File: src/rtl/button_gesture_decoder.sv
// Classifies debounced button activity into short press, long press, double click and auto-repeat.
// All outputs are registered; a gesture pulse appears one cycle after the deciding input.
module button_gesture_decoder #(
  parameter int CW            = 16,
  parameter int LONG_CYCLES   = 50000,
  parameter int GAP_CYCLES    = 20000,
  parameter int REPEAT_CYCLES = 10000
) (
  input  logic       clock,
  input  logic       reset,
  input  logic       PB_pressed_pulse,
  input  logic       PB_released_pulse,
  input  logic       PB_pressed_state,
  output logic       short_press,
  output logic       long_press,
  output logic       double_click,
  output logic       repeat_pulse,
  output logic       busy,
  output logic [7:0] gesture_count
);

  localparam logic [CW-1:0] LONG_LAST = CW'(LONG_CYCLES - 1);
  localparam logic [CW-1:0] GAP_LAST  = CW'(GAP_CYCLES - 1);
  localparam logic [CW-1:0] REP_LAST  = CW'(REPEAT_CYCLES - 1);
  localparam logic [CW-1:0] CNT_MAX   = '1;

  typedef enum logic [2:0] {IDLE, PRESS1, WAIT2, PRESS2, HOLD} state_t;

  state_t        state;
  logic [CW-1:0] cnt;
  logic          released;

  // A release is recognised from either the pulse or the debounced level.
  assign released = PB_released_pulse | ~PB_pressed_state;

  always_ff @(posedge clock) begin
    if (!reset) begin
      state         <= IDLE;
      cnt           <= '0;
      short_press   <= 1'b0;
      long_press    <= 1'b0;
      double_click  <= 1'b0;
      repeat_pulse  <= 1'b0;
      busy          <= 1'b0;
      gesture_count <= 8'd0;
    end else begin
      short_press  <= 1'b0;
      long_press   <= 1'b0;
      double_click <= 1'b0;
      repeat_pulse <= 1'b0;
      cnt          <= (cnt == CNT_MAX) ? cnt : cnt + 1'b1;

      case (state)
        IDLE: begin
          if (PB_pressed_pulse) begin
            state <= PRESS1;
            cnt   <= '0;
            busy  <= 1'b1;
          end
        end
        PRESS1: begin
          if (released) begin
            state <= WAIT2;
            cnt   <= '0;
          end else if (cnt == LONG_LAST) begin
            state         <= HOLD;
            cnt           <= '0;
            long_press    <= 1'b1;
            gesture_count <= gesture_count + 8'd1;
          end
        end
        WAIT2: begin
          // A press on the final gap cycle still counts as the second click.
          if (PB_pressed_pulse) begin
            state <= PRESS2;
            cnt   <= '0;
          end else if (cnt == GAP_LAST) begin
            state         <= IDLE;
            cnt           <= '0;
            busy          <= 1'b0;
            short_press   <= 1'b1;
            gesture_count <= gesture_count + 8'd1;
          end
        end
        PRESS2: begin
          if (released) begin
            state         <= IDLE;
            cnt           <= '0;
            busy          <= 1'b0;
            double_click  <= 1'b1;
            gesture_count <= gesture_count + 8'd1;
          end else if (cnt == LONG_LAST) begin
            state         <= HOLD;
            cnt           <= '0;
            long_press    <= 1'b1;
            gesture_count <= gesture_count + 8'd1;
          end
        end
        HOLD: begin
          if (released) begin
            state <= IDLE;
            cnt   <= '0;
            busy  <= 1'b0;
          end else if (cnt == REP_LAST) begin
            cnt          <= '0;
            repeat_pulse <= 1'b1;
          end
        end
        default: begin
          state <= IDLE;
          cnt   <= '0;
          busy  <= 1'b0;
        end
      endcase
    end
  end

endmodule

File: config.mk
export PLATFORM = sky130hd
export DESIGN_NAME = button_gesture_decoder
export DESIGN_NICKNAME = d
export VERILOG_FILES = /design/src/rtl/button_gesture_decoder.sv
export SDC_FILE = /design/constraint.sdc
export NUM_CORES = 1
export LEC_CHECK = 0
export BUFFER_PORTS_ARGS = -buffer_cell sky130_fd_sc_hd__clkbuf_2
export CAP_MARGIN = 20
export CORE_UTILIZATION = 52
export CTS_CLUSTER_DIAMETER = 120
export DETAILED_ROUTE_END_ITERATION = 8
export GPL_TIMING_DRIVEN = 0
export PLACE_DENSITY = 0.74
export SLEW_MARGIN = 20
export SYNTH_ARGS = -nofsm -noshare
export SYNTH_HDL_FRONTEND = slang
export SYNTH_SLANG_ARGS = --single-unit
File: constraint.sdc
create_clock -name clock -period 2.2 [get_ports clock]
set_input_delay 0.22 -clock clock [delete_from_list [all_inputs] [get_ports clock]]
set_output_delay 0.22 -clock clock [all_outputs]
set_load 0.005 [all_outputs]
-- Word level (Yosys, flattened, before mapping)
Cells that the tools add are included.
- bits in registers: 32
- output and inout port bits: 13
- reductions and logical operators: 11
- bitwise gates (word level): 7
- equality and inequality tests: 15
- add/subtract/negate cells: 2
- muxes and demuxes: 32
- operator list (kind ; count):
    $mux 16 ; 8
    $pmux 16 s4 ; 1
    $mux 8 ; 5
    $eq 16x16->1 const B ; 2
    $pmux 8 s3 ; 1
    $mux 3 ; 7
    $add 16x1->16 const B ; 1
    $eq 16x14->1 const B ; 1
    $eq 16x15->1 const B ; 1
    $pmux 3 s5 ; 1
    $ne 2x2->1 const B ; 5
    $reduce_or 3->1 ; 3
    $add 8x1->8 const B ; 1
    $mux 1 ; 8
    $eq 3x2->1 const B ; 2
    $not 1->1 ; 6
    $reduce_and 5->1 ; 1
    $pmux 1 s4 ; 1
    $reduce_and 4->1 ; 1
    $reduce_or 2->1 ; 2
    $eq 3x1->1 const B ; 1
    $eq 3x3->1 const B ; 1
    $logic_not 3->1 ; 1
    $ne 3x3->1 const B ; 1
    5 further kinds ; 5

-- Logic depth before layout (Yosys ltp)
- depth in word-level cells: 5
- gate-level depth with buffers: 7

-- Least setup slack after synthesis
OpenSTA, ideal clock, no wires.
- path type: register to register
- from: register cnt[0]
- to: register cnt[7]
- data arrival time: 1.916 ns
- setup slack: 0.170 ns
- cell stages (with the launch flop): 8
- required time: 2.085 ns
- cell sequence: dfxtp_1 > ha_1 > nand3_1 > or4b_4 > o21ai_2 > a31o_4 > buf_6 > nor2_1
- word-level cells in the longest chain between the ends: 5
- elaborated cells between the ends (all ways): 14
- ends and longest elaborated chain (element ; RTL line ; source):
    start: declaration ; 30 ; logic [CW-1:0] cnt;
    start signal: assignment ; 51 ; cnt <= (cnt == CNT_MAX) ? cnt : cnt + 1'b1;
    $add 16x1->16 or $eq 16x16->1 (tied branches) ; 51 ;
    $mux 16 ; 51 ;
    $mux 16 (on tied branches) ; n/a ;
    $mux 16 (on tied branches) ; 100, 74, 86 ;
    $pmux 16 s4 (*) ; 53 ; case (state)
Mark *: on every way between the ends. The rest lies on a longest branch, timed or not.
A chain may end at the register's enable or synchronous reset.

-- Worst setup path after layout
- from: register cnt[5]
- to: register cnt[1]
- word-level cells in the longest chain between the ends: 5
- elaborated cells between the ends (all ways): 13
- ends and longest elaborated chain (element ; RTL line):
    $eq 16x16->1 ; 51
    $mux 16 ; 51
    $mux 16 (on tied branches) ; n/a
    $mux 16 (on tied branches) ; 100, 74, 86
    $pmux 16 s4 (*) ; 53
Marks and branches as above.

==> impl_metrics.toml <==
[timing]
rsz0062_at_grt = "no"
drv_slew = 0
maxSlewHeadroom = 0.6783
fin_crit_ns = 2.112
fmax_ghz = 0.4735
hold_viol_final = 0
max_slew.worst_pin.slew_ns = 0.4789
skew_ns = 0.01013
post-route-period-util = 0.9600
layout_setup_ws_ns = 0.08805
holdWs_ns = 0.2642
setup_viol = 0

[clocking]
cts.hold.buffers_added = 0
clk_transition_reported_paths_ns = 0.10
clockRootBuffer = "clkbuf_4"
h-tree-depth = 2
cts_sinks = 32
cts_tree = "yes"
insertion_delay_ns = 0.33
cts_made_buffers = 5
cts_max_path_buffers = 2

[placed_design]
hpwl_um = 2590
preCtsSetupSlack_ns = -0.05036
gp_congestion = 0.9254
post_dp_cell_area_mm2 = 0.001898
port_buffers = 16

[power]
power_leakage_nw = 0.7002
swShare = 0.2630
pwr-share-comb = 0.101
p_int_w = 0.0007850
clkPwrFrac = 0.335
p_per_area_mw_per_mm2 = 533.1
ir_worst_vdd_uv = 265.8
power_frac_seq = 0.564
power.switching_w = 0.0002801

[grt]
grt_max_degree = 11
top_usage_layer = "met2"
met3_usage = 0.03896
met2_usage = 0.3658
grt_use_total = 0.2161
antenna_found_initial = 0
grt_pass1_wl_um = 5823
grt_pass1_vias = 1350
grt_use_met1 = 0.2625
grt_overflow = 0

[critical_path]
cp-end-kind = "flip-flop"
required_ns = 2.44
worstSetupPathType = "reg2reg"
critPathLaunchType = "flip-flop"
cp_max_fo = 10
worstPathArrival_ns = 2.35

[floorplan]
die-width_um = 60.23
io_pins = 18
die_area_mm2 = 0.003627
start_util = 0.5636
dieHeight_um = 60.23
core_mm2 = 0.003128
rows = 20

[logic_synthesis]
synth_top_flop_cell = "dfxtp_1"
yosysSeqAreaShare = 0.3634
avgSynthCellArea_um2 = 8.771
synth_seq_cells = 32
syn-cell-area_mm2 = 0.001763
async_flop_share = 0
ys_types = 53
synth-edff-count = 0
synth_cells = 201
synthesis.nets = 208
yosysWarnings = 0

[final_layout]
design_area_mm2 = 0.001998
nNetsFinal = 233
post-route-util = 0.6388
nFillCells = 281
final_common_cell = "dfxtp_1"
diodes = 0
syn_to_final_growth_pct = 13.34
drive_gt1_frac = 0.2335
layout_common_cells = "30 x dfxtp_1, 21 x nor2_1, 17 x clkbuf_2"

[detailed_routing]
drc = 0
final_antenna_net_count = 0
drt-initial-drc-count = 128
avgViaCountPerCell = 5.771
vias = 1564
drt-pass1-iter-count = 4
avgRoutedWirePerCell_um = 13.52
routed_wl_um = 3663

[run_status]
status = "completed"

[min_path]
holdCritPathClass = "in2reg"

[run]
cap_violations = 0
-- flip-flops by register name, summed over array words and instances, names as in the netlist --
signal	count
busy	1
repeat_pulse	1
long_press	1
short_press	1
state	3
cnt	16
gesture_count	8
double_click	1
-- cells by family (layout without fill, tap and decap cells) --
group	count (synthesis)	in the layout	share of synthesized area
flip-flops	32	32	0.3634
adder cells (fa/ha/maj)	2	2	0.01419
XOR/XNOR	12	12	0.05962
AND/OR/NAND/NOR	93	93	0.3286
AO/OA/AOI/OAI	43	43	0.1654
multiplexers	3	3	0.01703
buffers and inverters	16	42	0.05181
-- power by group through the flow --
| stage | Sequential, W | Combinational (W) | Clock, W |
|---|---|---|---|
| after detailed placement | 0.000613 | 0.000105 | 0 |
| after global placement | 0.000613 | 0.000101 | 0 |
| after floorplan | 0.000612 | 0.0000787 | 0 |
| after global routing | 0.000603 | 0.000119 | 0.000394 |
| final | 0.000601 | 0.000107 | 0.000357 |
| after CTS | 0.000600 | 0.000105 | 0.000364 |
-- area by class of cell --
type | instances | area, um^2 | share of cell area
buffer | 11 | 73.82 | 0.03694
clock buffer | 6 | 51.30 | 0.02567
clock inverter | 2 | 10.01 | 0.005009
inverter | 5 | 18.77 | 0.009393
multi-input combinational | 153 | 1051 | 0.5260
sequential | 32 | 643.1 | 0.3219
tap | 44 | 55.05 | 0.02755
timing repair buffer | 18 | 95.09 | 0.04759
-- Yosys cell counts, types with 3 or more instances --
cell type  number  area, um^2
a211oi_1        3       22.52
a21oi_1        12       60.06
and3_1          6       37.54
and4_1          3       26.28
clkbuf_1        5       18.77
dfxtp_1        32       640.6
inv_1           5       18.77
mux2i_1         3       30.03
nand2_1        14       52.55
nand3_1         7       35.03
nand4_1         3       18.77
nor2_1         21       78.83
nor3_1          5       25.02
nor4b_1         3       26.28
o2111ai_1       5       43.79
o21ai_0         8       40.04
o31ai_1         5       37.54
or4_1           5       37.54
xnor2_1         3       26.28
xor2_1          9       78.83
-- final timing paths --
path	from	endpoint	slack [ns]	depth (start not counted)
worst min register to register	gesture_count[7]	gesture_count[7]	0.48	2
worst max-delay path	cnt[5]	cnt[1]	0.09	6
worst min-delay path	PB_pressed_pulse	state[0]	0.26	3
worst max register to register	cnt[5]	cnt[1]	0.09	6
-- what timing repair did --
| item | CTS | global route |
|---|---|---|
| resized for setup | 1 | 6 |
| setup endpoints to repair | 10 | 18 |
| setup buffers | 0 | 2 |
| pin swaps | 0 | 1 |
-- critical path, stage by stage, from the launching register on --
cell	delay (ns)
dfxtp_1	0.37
or3_4	0.44
or4b_4	0.56
o21ai_4	0.21
a31o_4	0.23
buf_6	0.15
nor2_1	0.05
-- per-layer routing --
| layer | up-vias | wire, um | share of wire |
|---|---|---|---|
| met5 | - | 0 | 0 |
| met4 | 0 | 53 | 0.014 |
| met3 | 5 | 146 | 0.040 |
| met2 | 48 | 1783 | 0.49 |
| met1 | 724 | 1680 | 0.46 |
| li1 | 787 | - | - |
-- through the flow --
step / setup TNS, ns / power (W) / cells
2_1_floorplan: 0 / 0.0006907 / 201
3_3_place_gp: -0.003413 / 0.0007136 / 261
3_5_place_dp: -0.4021 / 0.0007180 / 261
4_1_cts: 0 / 0.001069 / 269
5_1_grt: 0 / 0.001116 / 271
6_report: 0 / 0.001065 / 271
Power figures use the tool's default switching activity.
